<file path="src/rtl/game_pkg.sv">
// Shared types and constants for the memorization game: sequencer state encoding,
// pattern sizing and the LED one-hot decoder.
package game_pkg;

    localparam int LED_COUNT = 4;
    localparam int LED_IDX_W = 2;
    localparam int MAX_LEN   = 16;
    localparam int LEN_W     = 5;
    localparam int STEP_W    = 4;

    typedef enum logic [1:0] {
        IDLE = 2'd0,
        SYNC = 2'd1,
        SHOW = 2'd2,
        GAP  = 2'd3
    } seqState_e;

    function automatic logic [LED_COUNT-1:0] onehot_led(input logic [LED_IDX_W-1:0] idx);
        logic [LED_COUNT-1:0] vec;
        vec      = {LED_COUNT{1'b0}};
        vec[idx] = 1'b1;
        return vec;
    endfunction

endpackage

</file>
<file path="src/rtl/pattern_sequencer_tick_gen.sv">
// Two-flop synchronizer plus registered rising-edge detector for a slow divided clock
// level; emits a one-cycle tick three clk cycles after the source rises.
module tick_gen (
    input  logic clk,
    input  logic rst,
    input  logic blinkClk,
    output logic tick
);

    logic sync1_r;
    logic sync2_r;
    logic prev_r;

    // Synchronizer chain and edge register
    always_ff @(posedge clk or posedge rst) begin
        if (rst) begin
            sync1_r <= 1'b0;
            sync2_r <= 1'b0;
            prev_r  <= 1'b0;
            tick    <= 1'b0;
        end else begin
            sync1_r <= blinkClk;
            sync2_r <= sync1_r;
            prev_r  <= sync2_r;
            tick    <= sync2_r & ~prev_r;
        end
    end

endmodule

</file>
<file path="src/rtl/pattern_sequencer.sv">
// LED pattern playback controller, stepped by synchronized blinkClk ticks.
// Define PATTERN_GAP_EN to insert a blank GAP phase between consecutive steps.
module pattern_sequencer #(
    parameter int NUM_LEDS = 32'd4,
    parameter int MAX_LEN  = 32'd16
) (
    input  logic                  clk,
    input  logic                  rst,
    input  logic                  blinkClk,
    input  logic                  start,
    input  logic                  abort,
    input  logic [4:0]            length,
    input  logic [2*MAX_LEN-1:0]  pattern,
    output logic [NUM_LEDS-1:0]   led,
    output logic                  busy,
    output logic                  done,
    output logic [3:0]            step
);

    import game_pkg::*;

    localparam logic [LEN_W-1:0] MAX_LEN_V = LEN_W'(MAX_LEN);

    logic                 tick_s;
    seqState_e            state_r;
    seqState_e            nextState_s;
    logic [LEN_W-1:0]     len_r;
    logic [LEN_W-1:0]     nextLen_s;
    logic [STEP_W-1:0]    nextStep_s;
    logic                 nextBusy_s;
    logic                 nextDone_s;
    logic                 lastStep_s;
    logic [LED_IDX_W-1:0] ledIdx_s;
    logic [NUM_LEDS-1:0]  nextLed_s;

    tick_gen uTickGen (
        .clk      (clk),
        .rst      (rst),
        .blinkClk (blinkClk),
        .tick     (tick_s)
    );

    // Next-state, next-output decode; abort overrides everything
    always_comb begin
        nextState_s = state_r;
        nextLen_s   = len_r;
        nextStep_s  = step;
        nextBusy_s  = busy;
        nextDone_s  = 1'b0;
        lastStep_s  = ({1'b0, step} == (len_r - 5'd1));

        if (abort) begin
            nextState_s = IDLE;
            nextStep_s  = 4'd0;
            nextBusy_s  = 1'b0;
        end else begin
            case (state_r)
                IDLE: begin
                    if (start) begin
                        nextState_s = SYNC;
                        nextStep_s  = 4'd0;
                        nextBusy_s  = 1'b1;
                        nextLen_s   = (length > MAX_LEN_V) ? MAX_LEN_V : length;
                    end else begin
                        nextState_s = IDLE;
                    end
                end
                SYNC: begin
                    // An empty pattern completes without waiting for a tick
                    if (len_r == 5'd0) begin
                        nextState_s = IDLE;
                        nextBusy_s  = 1'b0;
                        nextDone_s  = 1'b1;
                    end else if (tick_s) begin
                        nextState_s = SHOW;
                    end else begin
                        nextState_s = SYNC;
                    end
                end
                SHOW: begin
                    if (tick_s) begin
`ifdef PATTERN_GAP_EN
                        nextState_s = GAP;
`else
                        if (lastStep_s) begin
                            nextState_s = IDLE;
                            nextStep_s  = 4'd0;
                            nextBusy_s  = 1'b0;
                            nextDone_s  = 1'b1;
                        end else begin
                            nextState_s = SHOW;
                            nextStep_s  = step + 4'd1;
                        end
`endif
                    end else begin
                        nextState_s = SHOW;
                    end
                end
                GAP: begin
`ifdef PATTERN_GAP_EN
                    if (tick_s && lastStep_s) begin
                        nextState_s = IDLE;
                        nextStep_s  = 4'd0;
                        nextBusy_s  = 1'b0;
                        nextDone_s  = 1'b1;
                    end else if (tick_s) begin
                        nextState_s = SHOW;
                        nextStep_s  = step + 4'd1;
                    end else begin
                        nextState_s = GAP;
                    end
`else
                    nextState_s = IDLE;
                    nextStep_s  = 4'd0;
                    nextBusy_s  = 1'b0;
`endif
                end
                default: begin
                    nextState_s = IDLE;
                    nextStep_s  = 4'd0;
                    nextBusy_s  = 1'b0;
                end
            endcase
        end

        // LED drive follows the state being entered so it is registered with it
        ledIdx_s = pattern[{nextStep_s, 1'b0} +: LED_IDX_W];
        if (nextState_s == SHOW) begin
            nextLed_s = onehot_led(ledIdx_s);
        end else begin
            nextLed_s = {NUM_LEDS{1'b0}};
        end
    end

    // State and registered outputs
    always_ff @(posedge clk or posedge rst) begin
        if (rst) begin
            state_r <= IDLE;
            len_r   <= 5'd0;
            step    <= 4'd0;
            busy    <= 1'b0;
            done    <= 1'b0;
            led     <= {NUM_LEDS{1'b0}};
        end else begin
            state_r <= nextState_s;
            len_r   <= nextLen_s;
            step    <= nextStep_s;
            busy    <= nextBusy_s;
            done    <= nextDone_s;
            led     <= nextLed_s;
        end
    end

endmodule
</file>
<file path="config.mk">
export PLATFORM = sky130hd
export DESIGN_NAME = pattern_sequencer
export DESIGN_NICKNAME = d
export VERILOG_FILES = /design/src/rtl/game_pkg.sv /design/src/rtl/pattern_sequencer_tick_gen.sv /design/src/rtl/pattern_sequencer.sv
export SDC_FILE = /design/constraint.sdc
export NUM_CORES = 1
export LEC_CHECK = 0
export ABC_AREA = 1
export CORE_UTILIZATION = 41
export DETAILED_ROUTE_END_ITERATION = 6
export MAX_ROUTING_LAYER = met4
export PLACE_DENSITY = 0.86
export REMOVE_ABC_BUFFERS = 1
export SKIP_CTS_REPAIR_TIMING = 1
export SLEW_MARGIN = 20
export SYNTH_ARGS = -nofsm -noshare
export SYNTH_HDL_FRONTEND = slang
export SYNTH_SLANG_ARGS = --single-unit
</file>
<file path="constraint.sdc">
create_clock -name clk -period 2.1 [get_ports clk]
set_clock_uncertainty 0.05 [all_clocks]
set_input_delay 0.42 -clock clk [delete_from_list [all_inputs] [get_ports clk]]
set_output_delay 0.42 -clock clk [all_outputs]
set_load 0.02 [all_outputs]
</file>
==> impl_metrics.toml <==
[routing]
ant_nets = 0
vias_per_cell = 5.19
drt_iter0_drc = 77
wl_per_cell_um = 12.7
routed_wl_um = 4120
vias = 1687
drc_errors = 0
drt_pass1_iterations = 4

[timing]
max_slew_margin = 0.707
rsz0062_at_grt = "true"
setup_slack_ns = -0.178
setup_viol = 4
post-route-min-period_ns = 2.28
finalHoldViolCount = 0
max_clock_freq_ghz = 0.439
slew_violations = 0
post-route-period-util = 1.08
worstMarginPinSlew_ns = 0.436
tns_ns = -0.679

[power]
ir_drop_mv = 0.224
powerDensity_nw_per_um2 = 466
p_leak_uw = 0.00109

[global_route]
grt_antenna_before_repair = 0
grt_pass1_wl_um = 6620
grt_max_degree = 22
grt_pass1_vias = 1679
grt_use_total = 0.211
grt-ovfl-total = 0

[run]
cap_violations = 0

[floorplanning]
coreArea_um2 = 3660
chipWidth_um = 63.8
start_util = 0.428
die-area_um2 = 4070
ios = 52
rows = 22
die_y_um = 63.8

[clock_network]
cts_buffer_depth = 2
htree_levels = 1
clkLatencyLatePin_ns = 0.26
clock_sinks = 21
cts.clk_slew.worst_paths_ns = 0.08
numCtsBuffers = 3
cts_tree = "done"
root_buffer = "clkbuf_8"

[final_layout]
final_cell_mix = "51 x clkdlybuf4s50_1, 43 x nand2_1, 32 x nand3_1"
layoutNonFillerInstCount = 325
insertedDiodeCount = 0
area_growth_syn_to_layout_pct = 54.7
drive_gt1_frac = 0.264
final_nets = 326
layout_commonest_cell = "clkdlybuf4s50_1"

[synth]
synth_fa_ha_area_frac = 0.0480
ys.flop_type = "dfrtp_1"
yosysSeqAreaShare = 0.336
yosys_warnings = 0
synth_largest_area_cell = "dfrtp_1"
synth_area_per_cell_um2 = 7.45
synthXorXnorAreaFrac = 0.0168
synthArstFlopShare = 1.00
synth_top_area_frac = 0.336
syn_inst = 210
netlist_top_cells_area = "dfrtp_1 34%, nand3_1 15%, nand2_1 11%"
synth.cell_area_um2 = 1570
synthMuxAreaShare = 0
synth_top_family_by_area = "simple AND/OR/NAND/NOR gates"
synthDistinctLibCells = 29
synth_edf_count = 0
synth-compound-area-share = 0.0719
ys_ff_latch = 21
synth_simple_gate_area_share = 0.443

[worst_setup_path]
cpPeakStageDelay_ns = 0.38
cp-end-kind = "register"
cp.required_ns = 2.25
cp.arrival_ns = 2.43
crit_fanout = 8
path_class = "reg2reg"
cp-start-kind = "register"
crit_slowest_cell = "dfrtp_1"
crit_path_cell_trace = "inv_2, ha_4, nor2_1, nor2_1, nand3_1, nor2_2, nand2_4, nand3_4, nand2_8, buf_12, nand3_2, nand3_1, nand3_2, nand3_2, nand2_2, inv_2, nor2_1"
ff2ff_setup_slack_ns = -0.18

[placed_design]
pre_cts_ws_ns = -0.186
placedCellCount = 319
dp_hpwl_um = 2990
io_buffers = 51
place_congestion = 0.922

[run_status]
status = "finished with violations"
violations = "setup timing"

[hold_path]
hold_class = "reg2reg"
==> worst max-delay path: cells and delay by family, from the launching register on <==
family / cells / cell delay, ns
fa+ha+maj: 1 / 0.26
flops: 1 / 0.38
simple gates: 13 / 1.24
buf+inv: 3 / 0.29
==> cell type report <==
| cell class | instances | area (µm²) |
|---|---|---|
| Clock inverter | 1 | 5.00 |
| Sequential cell | 21 | 526 |
| Inverter | 26 | 97.6 |
| Multi-Input combinational cell | 160 | 1030 |
| Tap cell | 48 | 60.1 |
| Fill cell | 302 | 1240 |
| Clock buffer | 3 | 41.3 |
| Timing Repair Buffer | 66 | 664 |
==> kinds of logic after synthesis <==
family                     after synthesis
and+or+nand+nor                        131
xor gates and xnor gates                 3
buffers and inverters                   30
AOI/OAI and AO/OA                       19
DFF                                     21
adders and majority gates                6
==> state kept, by name (all words and copies together) (netlist names) <==
name,flops
done,1
uTickGen.tick,1
len_r,5
step,4
uTickGen.prev_r,1
state_r,2
busy,1
uTickGen.sync2_r,1
led,4
uTickGen.sync1_r,1
==> cell usage after synthesis (2+ instances only) <==
master,n
xor2_1,2
nand3_2,9
dfrtp_1,21
inv_2,7
inv_1,19
nand2_2,5
nor3_1,2
nor2_2,2
a21oi_1,6
ha_1,6
nand2_4,2
o41ai_1,2
nand4_1,2
o21ai_0,7
nor2_1,13
nor2_4,2
nand2_1,44
nand3_1,48
==> report_power, final <==
part           switching, µW  internal (µW)
registers               25.6            430
clock network            136            132
logic                    207            197
total                    368            759
==> through the flow <==
step	utilization	hold WS [ns]	instance area (µm²)	power, µW
floorplan	-	0.281	1530	667
global placement	0.613	0.283	2240	823
detailed placement	0.613	0.303	2240	831
CTS	0.625	0.321	2290	1100
global route	0.661	0.322	2420	1210
finish	0.661	0.312	2420	1130
==> metal layers <==
metal | track usage | routed length, µm | up-vias
li1 | - | - | 837
met1 | 0.234 | 1610 | 765
met4 | 0.128 | 95 | 0
met3 | 0.0339 | 202 | 11
met2 | 0.355 | 2200 | 74
met5 | - | 0 | -
==> final timing paths <==
| kind | from | endpoint | depth (start not counted) |
|---|---|---|---|
| setup / recovery | len_r[1]$_DFFE_PP0P_ | led[1]$_DFF_PP0_ | 17 |
| hold / removal | uTickGen.sync1_r$_DFF_PP0_ | uTickGen.sync2_r$_DFF_PP0_ | 0 |
| setup reg to reg | len_r[1]$_DFFE_PP0P_ | led[1]$_DFF_PP0_ | 17 |
| hold reg to reg | uTickGen.sync1_r$_DFF_PP0_ | uTickGen.sync2_r$_DFF_PP0_ | 0 |
| max in group asynchronous | rst | busy$_DFFE_PP0P_ | 3 |
| min in group asynchronous | rst | len_r[2]$_DFFE_PP0P_ | 3 |
Power figures use the tool's default switching activity.
